[src/rtl/shift_seq_ctrl_pkg.sv]
// Shared definitions for the sequential shifter: op codes, FSM states and widths.
// Reused by the control unit, the one-bit step and the interface.
package shift_seq_ctrl_pkg;

    localparam int unsigned DATA_W  = 32;
    localparam int unsigned SHAMT_W = 5;

    typedef enum logic [1:0] {
        OP_SLL = 2'b00,
        OP_SRL = 2'b01,
        OP_SRA = 2'b10,
        OP_RSV = 2'b11
    } op_e;

    typedef enum logic [1:0] {
        ST_IDLE  = 2'b00,
        ST_SHIFT = 2'b01,
        ST_DONE  = 2'b10
    } state_e;

    function automatic logic op_is_legal(input op_e op);
        return op != OP_RSV;
    endfunction

endpackage

[src/rtl/shift_seq_ctrl_if.sv]
// Request/result bundle of the sequential shifter. A request is accepted on a rising
// edge where start=1 and busy=0; the result C is valid in the single cycle done=1.
interface shift_seq_ctrl_if;
    import shift_seq_ctrl_pkg::*;

    logic                 start;
    logic [1:0]           op;
    logic [DATA_W-1:0]    A;
    logic [SHAMT_W-1:0]   shamt;
    logic                 busy;
    logic                 done;
    logic [DATA_W-1:0]    C;
    logic                 err;

    modport master (
        output start, op, A, shamt,
        input  busy, done, C, err
    );

    modport slave (
        input  start, op, A, shamt,
        output busy, done, C, err
    );

endinterface

[src/rtl/shift_seq_ctrl_shift_step.sv]
// One-bit shift step: purely combinational next value of the result register.
// SRA replicates the current bit 31, which always equals the captured sign bit.
module shift_step
    import shift_seq_ctrl_pkg::*;
(
    input  logic [DATA_W-1:0] i_c,
    input  op_e               i_op,
    output logic [DATA_W-1:0] o_c
);

    always_comb begin
        o_c = i_c;
        case (i_op)
            OP_SLL:  o_c = {i_c[DATA_W-2:0], 1'b0};
            OP_SRL:  o_c = {1'b0, i_c[DATA_W-1:1]};
            OP_SRA:  o_c = {i_c[DATA_W-1], i_c[DATA_W-1:1]};
            default: o_c = i_c;
        endcase
    end

endmodule

[src/rtl/shift_seq_ctrl.sv]
// Sequential shift controller: one bit per cycle, result ready shamt+1 cycles after
// the accepting edge. Reserved ops load A and report err instead of done.
module shift_seq_ctrl
    import shift_seq_ctrl_pkg::*;
(
    input  logic               clk,
    input  logic               rst,
    shift_seq_ctrl_if.slave    bus,
    output state_e             o_dbg_state,
    output logic [SHAMT_W-1:0] o_dbg_count
);

    state_e             r_state;
    logic [DATA_W-1:0]  r_c;
    logic [SHAMT_W-1:0] r_count;
    op_e                r_op;
    logic               r_err;

    state_e             w_state_nxt;
    logic [DATA_W-1:0]  w_c_nxt;
    logic [SHAMT_W-1:0] w_count_nxt;
    op_e                w_op_nxt;
    logic               w_err_nxt;
    logic [DATA_W-1:0]  w_step_c;
    logic               w_accept;
    op_e                w_op_in;

    assign w_op_in  = op_e'(bus.op);
    assign w_accept = bus.start && (r_state != ST_SHIFT);

    shift_step u_step (
        .i_c  (r_c),
        .i_op (r_op),
        .o_c  (w_step_c)
    );

    always_ff @(posedge clk) begin
        if (rst) begin
            r_state <= ST_IDLE;
            r_c     <= '0;
            r_count <= '0;
            r_op    <= OP_SLL;
            r_err   <= 1'b0;
        end else begin
            r_state <= w_state_nxt;
            r_c     <= w_c_nxt;
            r_count <= w_count_nxt;
            r_op    <= w_op_nxt;
            r_err   <= w_err_nxt;
        end
    end

    always_comb begin
        w_state_nxt = r_state;
        w_c_nxt     = r_c;
        w_count_nxt = r_count;
        w_op_nxt    = r_op;
        w_err_nxt   = 1'b0;

        case (r_state)
            ST_SHIFT: begin
                w_c_nxt = w_step_c;
                // count stops at zero; the last step hands over to DONE
                if (r_count <= SHAMT_W'(1)) begin
                    w_count_nxt = '0;
                    w_state_nxt = ST_DONE;
                end else begin
                    w_count_nxt = r_count - SHAMT_W'(1);
                end
            end
            ST_DONE:  w_state_nxt = ST_IDLE;
            default:  w_state_nxt = ST_IDLE;
        endcase

        if (w_accept) begin
            w_c_nxt     = bus.A;
            w_count_nxt = bus.shamt;
            w_op_nxt    = w_op_in;
            if (!op_is_legal(w_op_in)) begin
                w_state_nxt = ST_IDLE;
                w_err_nxt   = 1'b1;
            end else if (bus.shamt == '0) begin
                w_state_nxt = ST_DONE;
            end else begin
                w_state_nxt = ST_SHIFT;
            end
        end
    end

    assign bus.busy    = (r_state == ST_SHIFT);
    assign bus.done    = (r_state == ST_DONE);
    assign bus.C       = r_c;
    assign bus.err     = r_err;
    assign o_dbg_state = r_state;
    assign o_dbg_count = r_count;

endmodule

[src/flat_wrapper.sv]
// flat-port wrapper written by rule: the top's interface ports become plain ports
module shift_seq_ctrl_flat import shift_seq_ctrl_pkg::*;
  (clk, rst, o_dbg_state, o_dbg_count, bus_start, bus_op, bus_A, bus_shamt, bus_busy, bus_done, bus_C, bus_err);
  shift_seq_ctrl_if bus_i ();
  input  logic clk;
  input  logic rst;
  output state_e o_dbg_state;
  output logic [SHAMT_W-1:0] o_dbg_count;
  input wire logic [$bits(bus_i.start)-1:0] bus_start;
  input wire logic [$bits(bus_i.op)-1:0] bus_op;
  input wire logic [$bits(bus_i.A)-1:0] bus_A;
  input wire logic [$bits(bus_i.shamt)-1:0] bus_shamt;
  output wire logic [$bits(bus_i.busy)-1:0] bus_busy;
  output wire logic [$bits(bus_i.done)-1:0] bus_done;
  output wire logic [$bits(bus_i.C)-1:0] bus_C;
  output wire logic [$bits(bus_i.err)-1:0] bus_err;
  assign bus_i.start = bus_start;
  assign bus_i.op = bus_op;
  assign bus_i.A = bus_A;
  assign bus_i.shamt = bus_shamt;
  assign bus_busy = bus_i.busy;
  assign bus_done = bus_i.done;
  assign bus_C = bus_i.C;
  assign bus_err = bus_i.err;
  shift_seq_ctrl u_core (.clk(clk), .rst(rst), .bus(bus_i), .o_dbg_state(o_dbg_state), .o_dbg_count(o_dbg_count));
endmodule
[config.mk]
export PLATFORM = sky130hd
export DESIGN_NAME = shift_seq_ctrl_flat
export DESIGN_NICKNAME = d
export VERILOG_FILES = /design/src/rtl/shift_seq_ctrl_pkg.sv /design/src/rtl/shift_seq_ctrl_if.sv /design/src/rtl/shift_seq_ctrl_shift_step.sv /design/src/rtl/shift_seq_ctrl.sv /design/src/flat_wrapper.sv
export SDC_FILE = /design/constraint.sdc
export NUM_CORES = 1
export LEC_CHECK = 0
export ABC_AREA = 0
export BUFFER_PORTS_ARGS = -buffer_cell sky130_fd_sc_hd__buf_2
export CAP_MARGIN = 25
export CORE_MARGIN = 5
export CORE_UTILIZATION = 35
export CTS_BUF_LIST = sky130_fd_sc_hd__clkbuf_16
export DETAILED_ROUTE_END_ITERATION = 10
export PLACE_DENSITY = 0.6
export SETUP_SLACK_MARGIN = 0.02
export SYNTH_ARGS = -nofsm -noshare
export SYNTH_HDL_FRONTEND = slang
export SYNTH_SLANG_ARGS = --single-unit
[constraint.sdc]
create_clock -name clk -period 2 [get_ports clk]
set_input_delay 0.4 -clock clk [delete_from_list [all_inputs] [get_ports clk]]
set_output_delay 0.4 -clock clk [all_outputs]
set_load 0.01 [all_outputs]
-- Word level (Yosys, flattened, before mapping)
Cells that the tools add are included.
- register bits after elaboration: 42
- bits of input ports: 42
- output and inout bits: 42
- reduce and logical (&&, ||, !) cells: 9
- muxes and demuxes: 12
- eq/ne operators: 8
- magnitude comparators: 1
- add/sub/neg operators: 1
- bitwise logic cells: 1
- operators with widths (kind ; count):
    case mux 32 bit (3 select lines) ; 1
    two-way mux 32 bit ; 2
    two-way mux 5 bit ; 3
    two-way mux 2 bit ; 5
    <= comparator 5 x 1 -> 1 bit (second input constant) ; 1
    zero test 5 bit ; 1
    subtractor 5 x 1 -> 5 bit (second input constant) ; 1
    equality test 2 x 1 -> 1 bit (second input constant) ; 2
    equality test 2 bit (second input constant) ; 2
    != test 2 x 1 -> 1 bit (second input constant) ; 2
    nonzero test 4 bit ; 1
    != test 3 x 1 -> 1 bit (second input constant) ; 1
    AND reduction 3 bit ; 1
    nonzero test 3 bit ; 1
    zero test 2 bit ; 1
    != test 2 bit (second input constant) ; 1
    AND reduction 2 bit ; 1
    nonzero test 2 bit ; 1
    OR reduction 2 bit ; 1
    logical AND 1 bit ; 1
    two-way mux 1 bit ; 1
    inverter 1 bit ; 1

-- Logic depth before layout (Yosys ltp)
Gate-level depths: netlist of run 1.
- depth in word-level cells: 4
- gate-level depth with buffers: 7

-- Cells and area by module
Synthesis of run 1 repeated with hierarchy kept, for this count alone.
- cell total of the unflattened synthesis: 359
- area, all modules: 3224.3 µm²
- modules (own cells, without submodules) (module ; cells each ; seq. area each (µm²) ; instances ; area each (µm²)):
    shift_seq_ctrl ; 253 ; 840.8 ; 1 ; 2140.8
    shift_step ; 106 ; 0.0 ; 1 ; 1083.5

-- Worst setup path before layout of run 1
No wires, ideal clock.
- path type: reg2reg
- start point: register u_core.r_op[0]
- end point: register u_core.r_c[1] (netlist: u_core.bus.C[1])
- buffers on the path: 1
- cell stages (with the launch flop): 8
- setup slack: 0.366 ns
- data arrival time: 1.564 ns
- setup time: 0.070 ns
- data required time: 1.930 ns
- cell sequence: dfxtp_1 -> inv_1 -> ha_1 -> o21a_1 -> clkbuf_1 -> nand2_1 -> a32o_1 -> a21oi_1
- word-level cells in the longest chain between the ends: 4
- elaborated cells on any way between the ends: 8
- those cells by class: eq/ne: 2; mux: 3; reduce/logical: 3
- ends and longest elaborated chain (element ; RTL line ; RTL):
    from (decl) ; shift_seq_ctrl.sv:16 ; op_e r_op;
    from (signal assigned) ; shift_seq_ctrl.sv:48 ; r_op <= w_op_nxt;
    equality test 2 bit (tied with other cells) ; shift_seq_ctrl_shift_step.sv:13 ; case (i_op)
    case mux 32 bit (3 select lines) ; shift_seq_ctrl_shift_step.sv:13 ;
    two-way mux 32 bit ; shift_seq_ctrl.sv:60 ; case (r_state)
    two-way mux 32 bit ; shift_seq_ctrl.sv:75 ; if (w_accept) begin
    to (signal assigned) ; shift_seq_ctrl.sv:46 ; r_c <= w_c_nxt;
    to (decl) ; shift_seq_ctrl.sv:14 ; logic [DATA_W-1:0] r_c;
Parallel ways exist; a longest one is shown, timed or not. The select of a mux whose other input is x is not followed.
A chain may end at the register's enable or synchronous reset.

-- Worst setup path in the final report of run 1
- start point: register u_core.r_op[0]
- end point: register u_core.r_c[23] (netlist: u_core.bus.C[23])
Same word-level chain as after synthesis.

==> flow_metrics.py, run 1 <==
metrics = {
    "layout": {
        "leading_cell_type_in_the_layout_fill_and_taps_excluded": "buf_2",
        "n_antenna_cell": 0,
        "fillerInstances": 696,
        "layoutNonFillerInstCount": 492,
        "layout.cells.most_common_list": "buf_2, nand2_1, dfxtp_1",
        "finalNetCount": 443,
        "drive_gt1_share_pct": 26.8,
        "area.growth.synth_to_final_pct": 26.3,
    },
    "yosys": {
        "ys_seq_area_share_pct": 34.3,
        "post_synth_inst_count": 322,
        "async_reset_ff_share_pct": 0,
        "net_count_synth": 369,
        "synth_edf_count": 0,
        "ys_types": 36,
        "synthesis.area_um2": 2450,
        "syn-mean-instance-area_um2": 7.62,
        "synth-seq-cells": 42,
        "synth_flop_cell": "dfxtp_1",
        "synth.yosys.warnings": 0,
    },
    "power": {
        "sequentialPowerShare_pct": 41.7,
        "power.share.switching_pct": 30.9,
        "p_comb_share_pct": 26.2,
        "power.internal_mw": 1.63,
        "p_sw_mw": 0.727,
        "power.share.clock_pct": 32.1,
        "power_density_nw_per_um2": 760,
        "cellLeakagePower_nw": 1.26,
        "fin_total_pwr_mw": 2.36,
        "ir_worst_vdd_mv": 0.458,
    },
    "global_route": {
        "largest_net_degree_at_the_start_of_global_routing": 32,
        "global_route.overflow_total": 0,
        "first_global_vias": 2393,
        "grt_antenna_before_repair": 0,
        "grt_first_pass_wirelength_mm": 11.9,
        "grtUsageTotal_pct": 16.7,
    },
    "worst_hold_path": {
        "hp-start": "bus_op[1]",
        "hold_path_end": "u_core.r_op[1]",
        "worstHoldPathCells": 3,
        "worstHoldPathType": "input port to flop",
    },
    "floorplanning": {
        "initial_utilization_pct": 36.1,
        "fp.dieArea_um2": 8780,
        "horiz_die_dim_um": 93.7,
        "rows": 30,
        "io-pin-count": 84,
        "die-height_um": 93.7,
        "placeableCoreArea_um2": 6790,
    },
    "worst_setup_path": {
        "cp-end-kind": "flop",
        "critical_path.reg2reg.startpoint": "u_core.r_op[0]",
        "critPathLaunchType": "flop",
        "worst-setup-path-type": "flop to flop",
        "reg2reg_setup_slack_ns": 0.23,
        "cp_max_fo": 17,
        "timing.critical_path.arrival_ns": 1.97,
        "worst-r2r-cell-count": 7,
        "r2r-end": "u_core.bus.C[23]",
        "critical_path_required_ns": 2.20,
    },
    "clock_tree": {
        "htreeDepth": 2,
        "cts-buffers-inserted": 5,
        "cts_sinks": 42,
        "post_cts_resize_count": 0,
        "clkTransAtPathRegs_ns": 0.06,
        "clock_tree_root_driver_cell": "clkbuf_16",
        "holdBufCountCts": 0,
        "clk-insertion-delay-late_ns": 0.28,
        "post-cts-setup-buffers": 0,
        "tritoncts_clock_tree": "done",
        "clockBufferDepth": 2,
    },
    "place": {
        "globalplace.congestion": 0.787,
        "dp_hpwl_mm": 5.12,
        "dp.cells": 485,
        "portBuffers": 83,
    },
    "routing": {
        "first_iter_violations": 123,
        "via_per_inst": 5.16,
        "route.final.wire_length_mm": 7.24,
        "detail_route.wl_per_cell_um": 14.7,
        "num_vias": 2539,
        "drc": 0,
        "drt_first_pass_iters": 4,
        "antenna_violating_nets_post_route": 0,
    },
    "timing": {
        "final.setup_skew_ns": 0.00401,
        "period_minus_slack_ns": 1.77,
        "slew_violations": 0,
        "timing.slew.headroom_pct": 68.9,
        "setup_tns_ns": 0,
        "fin_worst_hold_slack_ns": 0.372,
        "final_hold_viol_count": 0,
        "final_critical_path_share_of_the_clock_period_pct": 88.3,
        "setup_repair_after_global_routing_missed_its_margin": "no",
        "tightestPinTransition_ns": 0.463,
        "setup_violations": 0,
        "maxClockFrequency_ghz": 0.566,
    },
    "outcome": {
        "outcome": "finished, final reports clean",
    },
    "flow_run": {
        "cap_viol_max_count": 0,
    },
}
logic make-up after synthesis:
| family | count (synthesis) | synth area share [%] |
|---|---|---|
| compound gates | 75 | 22.3 |
| xor+xnor | 2 | 0.714 |
| fa+ha+maj | 5 | 2.55 |
| buf+inv | 34 | 6.73 |
| flops | 42 | 34.3 |
| mux | 6 | 2.60 |
| simple gates | 158 | 30.8 |
flip-flops by register name, summed over array words and instances (netlist names):
register,cells
u_core.o_dbg_state,2
u_core.r_op,2
u_core.bus.err,1
u_core.bus.C,32
u_core.o_dbg_count,5
worst max-delay path, cell delays in order, from the launching register on:
cell,delay [ns]
dfxtp_1,0.35
inv_1,0.07
ha_1,0.22
or3_1,0.43
mux2i_4,0.17
buf_4,0.25
nand2_1,0.07
a21oi_1,0.14
layer usage:
layer  wire length [um]  global-route usage, %
met5                  0                      0
met4                 76                   3.97
met3                541                   4.81
met2               3250                   26.0
met1               3370                   22.6
cell usage after synthesis (2+ instances only):
cell type  count  share of area (%)
ha_1           5                2.6
nand2_1       70                 11
buf_2          8                1.6
clkbuf_1      13                2.0
nor2_1        13                2.0
nand3_1       32                6.5
buf_1          5               0.77
a31oi_1        4                1.0
a21oi_1       35                7.1
nor2b_1        2               0.51
mux2i_1        5                2.0
a32o_1        30                 12
inv_1          4               0.61
nor3_1         3               0.61
nand2b_1      30                7.7
xor2_1         2               0.71
dfxtp_1       42                 34
cell type report:
type | instances | area (um^2) | share of cell area (%)
Multi-Input combinational cell | 246 | 1460 | 47.0
Clock buffer | 5 | 125 | 4.04
Tap cell | 96 | 120 | 3.88
Sequential cell | 42 | 841 | 27.1
Timing Repair Buffer | 96 | 526 | 17.0
Inverter | 5 | 23.8 | 0.767
Clock inverter | 2 | 7.51 | 0.242
stage by stage:
stage / util (%) / worst slack (ns) / area (um^2)
finish: 45.6 / 0.234 / 3100
CTS: 45.6 / 0.239 / 3100
detailed placement: 43.6 / 0.249 / 2970
floorplan: - / 0.366 / 2450
global placement: 43.6 / 0.299 / 2970
global route: 45.6 / 0.102 / 3100
power groups by stage:
| stage | clock network [mW] | logic (mW) | registers [mW] |
|---|---|---|---|
| floorplan | 0 | 0.385 | 1.02 |
| global placement | 0 | 0.615 | 0.999 |
| detailed placement | 0 | 0.620 | 1.00 |
| CTS | 0.773 | 0.622 | 0.982 |
| global route | 0.812 | 0.685 | 0.995 |
| finish | 0.756 | 0.617 | 0.983 |
worst max-delay path by stage:
stage                            end      startpoint  cells after the start  slack, ns
floorplan            u_core.bus.C[1]  u_core.r_op[0]                      7       0.37
CTS                 u_core.bus.C[23]  u_core.r_op[0]                      7       0.24
global placement    u_core.bus.C[18]  u_core.r_op[0]                      7       0.30
finish              u_core.bus.C[23]  u_core.r_op[0]                      7       0.23
detailed placement  u_core.bus.C[23]  u_core.r_op[0]                      7       0.25
global route         u_core.bus.C[4]  u_core.r_op[0]                      7       0.10
No activity file was read; power rests on OpenSTA's default activity.
==> run 2: changes to the inputs <==
CTS_BUF_LIST = sky130_fd_sc_hd__clkbuf_8   (was sky130_fd_sc_hd__clkbuf_16)
PLACE_DENSITY = 0.7   (was 0.6)
clock period = 2.02 ns   (was 2 ns; I/O delays follow)
==> run 2 against run 1 <==
  * Non-clock buffer count is 1 higher
  * Count of clock-buffer cells in the layout is 1 higher
  * Power is 9.0% lower
  * Via count is 1.1% lower
  * Clock power is 28% lower
  * First-iteration DRC count is 8.1% lower
  * Critical endpoint is now u_core.bus.C[2]
  * Largest cell class unchanged
  * Highest routed layer unchanged
==> flow_metrics.py, run 2 (same netlist as run 1, synthesis figures left out) <==
metrics = {
    "floorplanning": {
        "rows": 30,
        "initial_utilization_pct": 36.1,
        "io-pin-count": 84,
        "die-height_um": 93.7,
        "placeableCoreArea_um2": 6790,
        "fp.dieArea_um2": 8780,
        "horiz_die_dim_um": 93.7,
    },
    "place": {
        "portBuffers": 83,
        "dp_hpwl_mm": 5.23,
        "globalplace.congestion": 0.798,
        "post-place-ws_ns": 0.183,
    },
    "power": {
        "power_density_nw_per_um2": 694,
        "ir_worst_vdd_mv": 0.289,
        "fin_total_pwr_mw": 2.14,
        "cellLeakagePower_nw": 1.26,
    },
    "outcome": {
        "outcome": "finished, final reports clean",
    },
    "timing": {
        "final_hold_viol_count": 0,
        "final.setup_skew_ns": 0.00590,
        "timing.slew.headroom_pct": 72.1,
        "maxClockFrequency_ghz": 0.558,
        "period_minus_slack_ns": 1.79,
        "timing.final.ws_setup_ns": 0.229,
        "tightestPinTransition_ns": 0.416,
        "slew_violations": 0,
        "final_critical_path_share_of_the_clock_period_pct": 88.7,
        "setup_tns_ns": 0,
        "setup_violations": 0,
        "setup_repair_after_global_routing_missed_its_margin": "no",
    },
    "global_route": {
        "grtUsageTotal_pct": 16.5,
        "global_route.overflow_total": 0,
        "grt_antenna_before_repair": 0,
        "first_global_vias": 2444,
        "largest_net_degree_at_the_start_of_global_routing": 32,
        "grt_first_pass_wirelength_mm": 11.7,
    },
    "layout": {
        "fillerInstances": 713,
        "area.growth.synth_to_final_pct": 26.0,
        "finalNetCount": 444,
        "n_antenna_cell": 0,
        "final_core_util_pct": 45.5,
        "drive_gt1_share_pct": 27.4,
        "largest_reg_flops": 32,
        "layout.cells.most_common_list": "buf_2, nand2_1, dfxtp_1",
        "leading_cell_type_in_the_layout_fill_and_taps_excluded": "buf_2",
    },
    "worst_setup_path": {
        "critical_path.n_buffers_inverters": 2,
        "critical_path.max_stage_delay_ns": 0.43,
        "reg2reg_setup_slack_ns": 0.23,
        "worst-r2r-cell-count": 7,
        "timing.critical_path.arrival_ns": 1.96,
        "critical_path_required_ns": 2.18,
        "cp_max_fo": 19,
        "critPathLaunchType": "flop",
        "cp-end-kind": "flop",
        "path_cells": "inv_1, ha_1, or3_1, nand2_1, buf_4, a32o_1, a21oi_1",
        "critical_path.reg2reg.startpoint": "u_core.r_op[0]",
        "r2r-end": "u_core.bus.C[2]",
        "critPathTopFamily": "simple AND/OR/NAND/NOR gates",
        "slowest_stage": "or3_1",
        "worst-setup-path-type": "flop to flop",
    },
    "worst_hold_path": {
        "worstHoldPathType": "input port to flop",
        "hp-start": "bus_op[0]",
        "hold_path_end": "u_core.r_op[0]",
        "worstHoldPathCells": 3,
    },
    "clock_tree": {
        "clock_tree_root_driver_cell": "clkbuf_8",
        "cts_sinks": 42,
        "cts-buffers-inserted": 5,
        "tritoncts_clock_tree": "done",
        "clockBufferDepth": 2,
        "holdBufCountCts": 0,
        "clk-insertion-delay-late_ns": 0.29,
        "post_cts_resize_count": 0,
        "htreeDepth": 2,
        "clkTransAtPathRegs_ns": 0.08,
    },
    "routing": {
        "antenna_violating_nets_post_route": 0,
        "drc": 0,
        "drt_first_pass_iters": 4,
        "num_vias": 2512,
        "detail_route.wl_per_cell_um": 14.5,
        "route.final.wire_length_mm": 7.17,
        "first_iter_violations": 113,
        "via_per_inst": 5.09,
    },
    "flow_run": {
        "cap_viol_max_count": 0,
    },
}
==> run 2: cell types whose count changed in the layout (fill, tap and decap cells not counted) <==
| cell | previous run | this run |
|---|---|---|
| clkbuf_16 | 5 | 0 |
| clkinv_2 | 0 | 1 |
| inv_1 | 6 | 5 |
| buf_4 | 12 | 11 |
| buf_12 | 1 | 3 |
| clkbuf_8 | 0 | 6 |
==> run 2: area by class of cell <==
type | count | area [um^2] | area share [%]
inverters | 5 | 23.8 | 0.770
well taps | 96 | 120 | 3.89
clock buffers | 6 | 82.6 | 2.67
flip-flops and latches | 42 | 841 | 27.2
multi-input cells | 246 | 1460 | 47.1
clock inverters | 2 | 8.76 | 0.284
repair buffers | 97 | 558 | 18.1
==> run 2: how the worst max path moves through the flow <==
stage | start | endpoint | slack, ns | cells past startpoint
floorplan | u_core.r_op[0] | u_core.bus.C[1] | 0.39 | 7
global placement | u_core.r_op[0] | u_core.bus.C[5] | 0.25 | 7
detailed placement | u_core.r_op[0] | u_core.bus.C[11] | 0.18 | 7
CTS | u_core.r_op[0] | u_core.bus.C[2] | 0.14 | 7
global route | u_core.r_op[1] | u_core.bus.C[2] | 0.1 | 7
finish | u_core.r_op[0] | u_core.bus.C[2] | 0.23 | 7
==> run 2: stage by stage <==
stage	instances	hold WS (ns)	cell area, um^2
final	494	0.354	3090
after global routing	494	0.349	3090
after CTS	492	0.344	3070
after detailed placement	484	0.470	2980
after global placement	484	0.462	2980
after floorplan	322	0.453	2450
==> run 2: worst reg2reg max path, cell delays in order (launching register included) <==
cell and delay (ns):
dfxtp_1 0.36, inv_1 0.07, ha_1 0.22, or3_1 0.43, nand2_1 0.11, buf_4 0.23
a32o_1 0.17, a21oi_1 0.07
==> run 2: power breakdown <==
group / total [mW] / switching (mW) / internal (mW)
Sequential: 0.970 / 0.0722 / 0.897
Combinational: 0.626 / 0.341 / 0.286
Clock: 0.548 / 0.277 / 0.271
==> run 2: layer usage <==
| metal | track usage [%] | wire length, um |
|---|---|---|
| met1 | 21.8 | 3200 |
| met2 | 26.9 | 3420 |
| met3 | 3.77 | 476 |
| met4 | 4.57 | 64 |
| met5 | 0 | 0 |
==> run 2: timing repair <==
item	4_1_cts	5_1_grt
setup buffers	0	2
setup endpoints to repair	0	4
endpoints found under the hold margin	0	0
==> run 3: changes to the inputs <==
PLACE_DENSITY = 0.68   (was 0.7)
SYNTH_HIERARCHICAL = 1   (was unset)
==> run 3 against run 2 <==
  * Sequential power rose by 9%
  * Clock skew rose by 0.0042 ns
  * Area after synthesis rose by 31%
  * Critical endpoint is now u_core/bus.C[15]
==> flow_metrics.py, run 3 <==
metrics = {
    "power": {
        "cellLeakagePower_nw": 1.36,
        "power_density_nw_per_um2": 688,
        "ir_worst_vdd_mv": 0.334,
    },
    "routing": {
        "antenna_violating_nets_post_route": 0,
        "route.final.wire_length_mm": 8.86,
        "via_per_inst": 5.69,
        "drc": 0,
        "detail_route.wl_per_cell_um": 16.7,
        "first_iter_violations": 219,
        "drt_first_pass_iters": 5,
        "num_vias": 3009,
    },
    "timing": {
        "setup_violations": 0,
        "final_hold_viol_count": 0,
        "fin_worst_hold_slack_ns": 0.384,
        "tightestPinTransition_ns": 0.557,
        "maxClockFrequency_ghz": 0.595,
        "period_minus_slack_ns": 1.68,
        "final.setup_skew_ns": 0.0101,
        "timing.slew.headroom_pct": 62.8,
        "slew_violations": 0,
        "final_critical_path_share_of_the_clock_period_pct": 83.2,
        "setup_repair_after_global_routing_missed_its_margin": "no",
        "setup_tns_ns": 0,
    },
    "yosys": {
        "synth_area_leaders": "mux2i_1, dfxtp_1, a311oi_1, o21ai_0, nand3_1",
        "synthTopCellsByCount": "mux2i_1, dfxtp_1, o21ai_0",
        "synth-seq-cells": 42,
        "most_frequent_cell_after_synthesis": "mux2i_1",
        "yosysTopAreaCellShare_pct": 29.5,
        "post_synth_inst_count": 359,
        "synth_flop_cell": "dfxtp_1",
        "synthesis.area_um2": 3220,
        "synth_edf_count": 0,
        "synth.yosys.warnings": 6,
        "syn-mean-instance-area_um2": 8.98,
        "net_count_synth": 403,
        "ys_types": 38,
        "synth_top_area_cell": "mux2i_1",
        "async_reset_ff_share_pct": 0,
        "ys_seq_area_share_pct": 26.1,
    },
    "layout": {
        "largest_reg_flops": 32,
        "layout.cells.most_common_list": "mux2i_1, buf_2, dfxtp_1",
        "leading_cell_type_in_the_layout_fill_and_taps_excluded": "mux2i_1",
        "drive_gt1_share_pct": 26.1,
        "area.growth.synth_to_final_pct": 14.8,
        "n_antenna_cell": 0,
        "final_core_util_pct": 40.6,
        "finalNetCount": 461,
    },
    "worst_setup_path": {
        "critical_path_required_ns": 2.21,
        "timing.critical_path.arrival_ns": 1.87,
        "cp-end-kind": "flop",
        "cp_max_fo": 38,
        "worst-setup-path-type": "flop to flop",
        "critPathLaunchType": "flop",
    },
    "global_route": {
        "grtUsageTotal_pct": 15.7,
        "first_global_vias": 2948,
        "grt_first_pass_wirelength_mm": 14.9,
        "largest_net_degree_at_the_start_of_global_routing": 73,
        "global_route.overflow_total": 0,
        "grt_antenna_before_repair": 0,
    },
    "clock_tree": {
        "clockBufferDepth": 2,
        "cts-buffers-inserted": 5,
        "holdBufCountCts": 0,
        "cts_sinks": 42,
        "tritoncts_clock_tree": "done",
        "clkTransAtPathRegs_ns": 0.08,
        "clock_tree_root_driver_cell": "clkbuf_8",
        "post-cts-setup-buffers": 0,
        "clk-insertion-delay-late_ns": 0.29,
        "htreeDepth": 2,
        "post_cts_resize_count": 0,
    },
    "place": {
        "dp_hpwl_mm": 6.07,
        "globalplace.congestion": 0.828,
        "portBuffers": 83,
    },
    "floorplanning": {
        "horiz_die_dim_um": 106,
        "io-pin-count": 84,
        "initial_utilization_pct": 35.4,
        "fp.dieArea_um2": 11200,
        "die-height_um": 106,
        "placeableCoreArea_um2": 9110,
        "rows": 35,
    },
    "outcome": {
        "outcome": "finished, final reports clean",
    },
    "worst_hold_path": {
        "worstHoldPathType": "input port to flop",
    },
    "flow_run": {
        "cap_viol_max_count": 0,
    },
}
[run 3: cell count changes in the layout (fill, tap and decap cells not counted), moves of 5 or more]
cell / delta
mux2i_1: +90
nand2_1: -65
o21ai_0: +35
a311oi_1: +32
a32o_1: -30
nand2b_1: -30
nor3_1: +30
a21oi_1: -29
nor2_1: -11
buf_4: -5
[run 3: worst paths after layout]
path	startpoint	end	slack (ns)	depth (start not counted)
setup / recovery	u_core/o_dbg_state[1]	u_core/bus.C[15]	0.34	5
hold / removal	bus_op[1]	u_core/r_op[1]	0.38	3
setup reg to reg	u_core/o_dbg_state[1]	u_core/bus.C[15]	0.34	5
hold reg to reg	u_core/r_op[1]	u_core/r_op[1]	0.50	2
[run 3: area by class of cell]
cell class | count | area [um^2]
Timing Repair Buffer | 94 | 561
Sequential cell | 42 | 846
Inverter | 5 | 18.8
Multi-Input combinational cell | 269 | 2030
Fill cell | 929 | 5410
Clock inverter | 3 | 37.5
Tap cell | 111 | 139
Clock buffer | 5 | 68.8
[run 3: power breakdown]
part	switching (mW)	total [mW]	internal [mW]
Clock	0.292	0.653	0.360
Sequential	0.141	1.06	0.917
Combinational	0.453	0.837	0.384
Total	0.886	2.55	1.66
[run 3: per-stage QoR]
step,instance area (um^2),cells,total power [mW],setup WS [ns]
detailed placement,3600,521,1.92,0.352
floorplan,3220,359,1.68,0.632
global route,3700,529,2.73,0.191
CTS,3700,529,2.57,0.335
global placement,3600,521,1.88,0.456
finish,3700,529,2.55,0.340
[run 3: logic make-up (layout without fill, tap and decap cells)]
family	after synthesis	count (layout)	synth area share, %
flip-flops	42	42	26.1
AO/OA/AOI/OAI	83	83	17.9
multiplexers	97	97	30.2
XOR/XNOR	2	2	0.543
buffers and inverters	48	107	11.0
adder cells (fa/ha/maj)	2	2	0.776
AND/OR/NAND/NOR	85	85	13.6
[run 3: critical path, stage by stage, from the launching register on]
cell	delay, ns
dfxtp_1	0.33
nand2b_2	0.29
inv_2	0.18
buf_4	0.35
o21ai_0	0.14
a311oi_1	0.29
[run 3: layer usage]
| metal | routed length, um | part of all wire (%) | global-route usage (%) |
|---|---|---|---|
| met5 | 0 | 0 | 0 |
| met3 | 454 | 5.1 | 3.40 |
| met4 | 42 | 0.47 | 2.78 |
| met1 | 4290 | 48 | 22.4 |
| met2 | 4070 | 46 | 24.7 |
